<file path="src/rtl/ibex_fp_regfile.sv">
`default_nettype none
// ============================================================================
// Module      : ibex_fp_regfile
// Description : 32 x 32-bit floating-point register file with three
//               combinational read ports, FPU-over-LSU write arbitration,
//               a one-entry pending buffer for colliding load writes and
//               sticky accumulated exception flags.
// Revision    : 1.0 - initial release
// ============================================================================
module ibex_fp_regfile (
  input  logic        clk_i,
  input  logic        rst_i,
  input  logic        fpu_we_i,
  input  logic [4:0]  fpu_waddr_i,
  input  logic [31:0] fpu_wdata_i,
  input  logic [4:0]  fpu_flags_i,
  input  logic        lsu_we_i,
  input  logic [4:0]  lsu_waddr_i,
  input  logic [31:0] lsu_wdata_i,
  output logic        lsu_ready_o,
  input  logic [4:0]  raddr_a_i,
  input  logic [4:0]  raddr_b_i,
  input  logic [4:0]  raddr_c_i,
  output logic [31:0] rdata_a_o,
  output logic [31:0] rdata_b_o,
  output logic [31:0] rdata_c_o,
  input  logic        fflags_clr_i,
  output logic [4:0]  fflags_o
);

  localparam int NUM_REGS = 32;
  localparam int NUM_RPORTS = 3;

  typedef enum logic [0:0] {
    EMPTY = 1'b0,
    HELD  = 1'b1
  } state_t;

  state_t      state;
  logic [4:0]  buf_addr;
  logic [31:0] buf_data;
  logic [31:0] regs [NUM_REGS];

  logic        lsu_accept;
  logic        wr_en;
  logic [4:0]  wr_addr;
  logic [31:0] wr_data;

  logic [4:0]  raddr [NUM_RPORTS];
  logic [31:0] rdata [NUM_RPORTS];

  // Ready depends on state only, so the load unit never sees a comb loop.
  assign lsu_ready_o = (state == EMPTY);
  assign lsu_accept  = lsu_we_i & lsu_ready_o;

  // Select the single array write for this cycle. At most one source can
  // target the array per cycle: loads are refused while the buffer is held,
  // and a held buffer only drains in cycles without an FPU write.
  always_comb begin
    wr_en   = 1'b0;
    wr_addr = fpu_waddr_i;
    wr_data = fpu_wdata_i;
    if (fpu_we_i) begin
      wr_en = 1'b1;
    end else if (state == HELD) begin
      wr_en   = 1'b1;
      wr_addr = buf_addr;
      wr_data = buf_data;
    end else if (lsu_accept) begin
      wr_en   = 1'b1;
      wr_addr = lsu_waddr_i;
      wr_data = lsu_wdata_i;
    end
  end

  // Pending-buffer state machine: capture a load that loses arbitration,
  // drain it on the first free cycle, drop it if the FPU overwrites it.
  always_ff @(posedge clk_i) begin
    if (rst_i) begin
      state    <= EMPTY;
      buf_addr <= '0;
      buf_data <= '0;
    end else begin
      case (state)
        EMPTY: begin
          if (lsu_accept && fpu_we_i) begin
            state    <= HELD;
            buf_addr <= lsu_waddr_i;
            buf_data <= lsu_wdata_i;
          end
        end
        HELD: begin
          if (!fpu_we_i || (fpu_waddr_i == buf_addr)) begin
            state <= EMPTY;
          end
        end
        default: state <= EMPTY;
      endcase
    end
  end

  // Register array update; reset clears every entry including f0.
  always_ff @(posedge clk_i) begin
    if (rst_i) begin
      for (int i = 0; i < NUM_REGS; i++) begin
        regs[i] <= '0;
      end
    end else if (wr_en) begin
      regs[wr_addr] <= wr_data;
    end
  end

  // Sticky exception flags; a clear in the same cycle as an FPU write keeps
  // only the new flags.
  always_ff @(posedge clk_i) begin
    if (rst_i) begin
      fflags_o <= '0;
    end else if (fflags_clr_i) begin
      fflags_o <= fpu_we_i ? fpu_flags_i : 5'b0;
    end else if (fpu_we_i) begin
      fflags_o <= fflags_o | fpu_flags_i;
    end
  end

  assign raddr[0]  = raddr_a_i;
  assign raddr[1]  = raddr_b_i;
  assign raddr[2]  = raddr_c_i;
  assign rdata_a_o = rdata[0];
  assign rdata_b_o = rdata[1];
  assign rdata_c_o = rdata[2];

  // Each read port forwards the newest value: FPU write, then held load,
  // then accepted load, then the stored array contents.
  generate
    for (genvar p = 0; p < NUM_RPORTS; p++) begin : g_read
      always_comb begin
        if (fpu_we_i && (fpu_waddr_i == raddr[p])) begin
          rdata[p] = fpu_wdata_i;
        end else if ((state == HELD) && (buf_addr == raddr[p])) begin
          rdata[p] = buf_data;
        end else if (lsu_accept && (lsu_waddr_i == raddr[p])) begin
          rdata[p] = lsu_wdata_i;
        end else begin
          rdata[p] = regs[raddr[p]];
        end
      end
    end
  endgenerate

endmodule
`default_nettype wire
</file>
<file path="config.mk">
export PLATFORM = sky130hd
export DESIGN_NAME = ibex_fp_regfile
export DESIGN_NICKNAME = d
export VERILOG_FILES = /design/src/rtl/ibex_fp_regfile.sv
export SDC_FILE = /design/constraint.sdc
export NUM_CORES = 2
export LEC_CHECK = 0
export ABC_AREA = 0
export BUFFER_PORTS_ARGS = -buffer_cell sky130_fd_sc_hd__buf_2
export CORE_ASPECT_RATIO = 0.6
export CORE_MARGIN = 8
export CORE_UTILIZATION = 55
export CTS_CLUSTER_DIAMETER = 60
export CTS_CLUSTER_SIZE = 30
export DETAILED_ROUTE_END_ITERATION = 7
export PLACE_DENSITY = 0.72
export SYNTH_ARGS = -nofsm -noshare
export SYNTH_HDL_FRONTEND = slang
export SYNTH_SLANG_ARGS = --single-unit
</file>
<file path="constraint.sdc">
create_clock -name clk_i -period 7.05 [get_ports clk_i]
set_input_delay 0.705 -clock clk_i [delete_from_list [all_inputs] [get_ports clk_i]]
set_output_delay 0.705 -clock clk_i [all_outputs]
set_load 0.05 [all_outputs]
</file>
==> results.ini <==
[grt]
grt_pass1_wl_mm=350.3
grt_max_degree=98
grt_pass1_vias=48331
grt_use_total_pct=36.04
grt_overflow=0
grt_antenna_before_repair=4

[yosys]
netlist_top_cells_count=nor2_1, edfxtp_1, mux4_2
syn_area_mm2=0.06575
synth_edf_count=1024
synth_seq_area_share_pct=48.08
ys_types=54
ys.warnings.count=0
yosysMostFrequentCell=nor2_1
syn_nets=5246
synth_seq_cells=1067
synthCells=5147
syn_area_per_cell_um2=12.77
synth_top_flop_cell=edfxtp_1
synthArstFlopShare_pct=0
synth_top_area_cell=edfxtp_1
synthTopCellsByArea=edfxtp_1, mux4_2, nor2_1, mux2i_1, clkbuf_1
yosysTopAreaCellShare_pct=46.77

[timing]
fmax_mhz=177.5
holdWs_ns=0.2247
rsz0062_at_grt=false
hold_viol_final=0
fin_crit_ns=5.632
skew_ns=0.04110
tightest_slew_ns=1.418
fin_crit_sh_pct=79.89
slew_violations=0
slew_headroom_pct=5.107
setup_tns_ns=0
finalSetupViolCount=0

[power_and_ir_drop]
clkPwrFrac_pct=27.9
intPower_mw=9.716
power_mw=14.24
p_sw_share_pct=31.77
p_per_area_mw_per_mm2=204.0
comb_power_share_pct=20.5
peakVddDrop_v=0.0003272
leakage_nw=24.95
p_seq_share_pct=51.6
p_sw_mw=4.523

[cts]
numClockSinks=1067
cts_resized=0
clockBufferDepth=3
clk_latency_ns=0.72
root_buffer=clkbuf_16
post-cts-setup-buffers=0
numCtsBuffers=52
path_clk_slew_ns=0.10
ctsHoldBuffers=0
cts_tree=built
cts_htree_levels=2

[die]
core_mm2=0.1188
fp.dieW_um=462.4
num_rows=98
die_h_um=283.8
ios=201
dieArea_mm2=0.1312
start_util_pct=55.34

[final_layout]
drive_above_1_share_pct=25.60
area_delta_synth_final_pct=6.186
layout.nets=5043
nFillCells=9164

[critical_path]
path_cells=inv_1 -> nor2_1 -> and2_1 -> a221oi_1 -> o22ai_1 -> buf_2
arrival_ns=4.93
cp_max_fo=32
crit_path_start_kind=flop
worst_path_largest_cell_delay_ns=0.93
cp.required_ns=6.34
slowest_stage=and2_1
worst-setup-path-type=flop to output pin
worst_setup_path_end_kind=output pin

[run]
cap_viol_max_count=0

[place]
dp_hpwl_mm=158.9
io_buffers=200
place.gp.congestion=1.002

[drt]
drtIter0Drc=11024
antenna_left=0
first_pass_iters=8
route.vias.total=51752
wl_mm=247.0
wl_per_cell_um=37.52
post-route-drc-count=19
post_drt_via_cell_ratio=7.861

[status]
violations=design-rule violations
status=complete, but fails checks

[worst_hold_path]
hold_path_class=primary input to flop

-- critical path: cells and delay by family, from the launching register on --
family | cells | cell delay, ns
flops | 1 | 0.88
buf+inv | 2 | 0.68
simple gates | 2 | 1.82
compound gates | 2 | 0.83
-- routing by layer --
metal | vias to the layer above | GRT usage (%) | routed length [µm]
li1 | 19643 | - | -
met1 | 25424 | 49.33 | 83080
met2 | 5691 | 49.72 | 101100
met3 | 990 | 13.58 | 44890
met4 | 4 | 19.59 | 17850
met5 | - | 0.1846 | 46
-- area by class of cell --
cell class | instances | area (µm²) | share of cell area, %
multi-input cells | 3447 | 31890 | 45.67
flip-flops and latches | 1067 | 31610 | 45.28
repair buffers | 371 | 2462 | 3.527
well taps | 1600 | 2002 | 2.867
clock buffers | 57 | 1341 | 1.921
clock inverters | 34 | 491.7 | 0.7043
inverters | 5 | 18.77 | 0.02688
diodes | 2 | 5.005 | 0.007168
-- sequential cells by signal, indices dropped and copies added, names as in the netlist --
signal	count
buf_addr	5
state	1
regs	1024
fflags_o	5
buf_data	32
-- worst paths after layout --
| path | end | from | depth (start not counted) | slack, ns |
|---|---|---|---|---|
| worst max-delay path | rdata_a_o[17] | state | 6 | 1.42 |
| worst min-delay path | fflags_o[2] | fpu_flags_i[2] | 3 | 0.22 |
| worst max register to register | regs[18][28] | state | 8 | 2.43 |
| worst min register to register | fflags_o[2] | fflags_o[2] | 2 | 0.52 |
-- power by group through the flow --
stage	combinational, mW	sequential [mW]	clock (mW)
after floorplan	1.90	7.38	0
after global placement	2.81	7.45	0
after detailed placement	2.83	7.47	0
after CTS	2.83	7.32	3.95
after global routing	2.97	7.36	4.14
final	2.92	7.34	3.97
-- cells by family after synthesis --
family | after synthesis | synth area share (%)
compound gates | 682 | 7.486
flops | 1067 | 48.08
xor+xnor | 50 | 0.6660
mux | 1050 | 29.66
buf+inv | 633 | 3.901
simple gates | 1665 | 10.21
-- placed cells by master (no fill, tap or decap), drive strengths merged, types with 13 or more instances in the layout --
| cell | n |
|---|---|
| and2 | 14 |
| xnor2 | 18 |
| a41o | 13 |
| a31oi | 14 |
| nand3 | 82 |
| o2111ai | 80 |
| nand2 | 266 |
| mux4 | 718 |
| nor2b | 14 |
| o211a | 14 |
| a22o | 32 |
| and3 | 28 |
| inv | 24 |
| mux2i | 327 |
| dfxtp | 43 |
| edfxtp | 1024 |
| a22oi | 98 |
| clkbuf | 57 |
| nor2 | 1188 |
| a21oi | 76 |
| a211o | 49 |
| o21ai | 49 |
| a221oi | 56 |
| buf | 371 |
| nand4 | 35 |
| xor2 | 32 |
| o22ai | 181 |
| nor3 | 13 |
-- through the flow --
| step | cell area (µm²) | util (%) | instances | worst slack (ns) |
|---|---|---|---|---|
| 3_3_place_gp | 67980 | 57.21 | 6490 | 2.126 |
| 4_1_cts | 69810 | 58.76 | 6581 | 1.741 |
| 6_report | 69820 | 58.76 | 6583 | 1.418 |
| 5_1_grt | 69820 | 58.76 | 6583 | 1.555 |
| 3_5_place_dp | 67980 | 57.21 | 6490 | 2.094 |
| 2_1_floorplan | 65750 | - | 5147 | 3.048 |
Note: power is estimated with default switching activity, not from simulation.
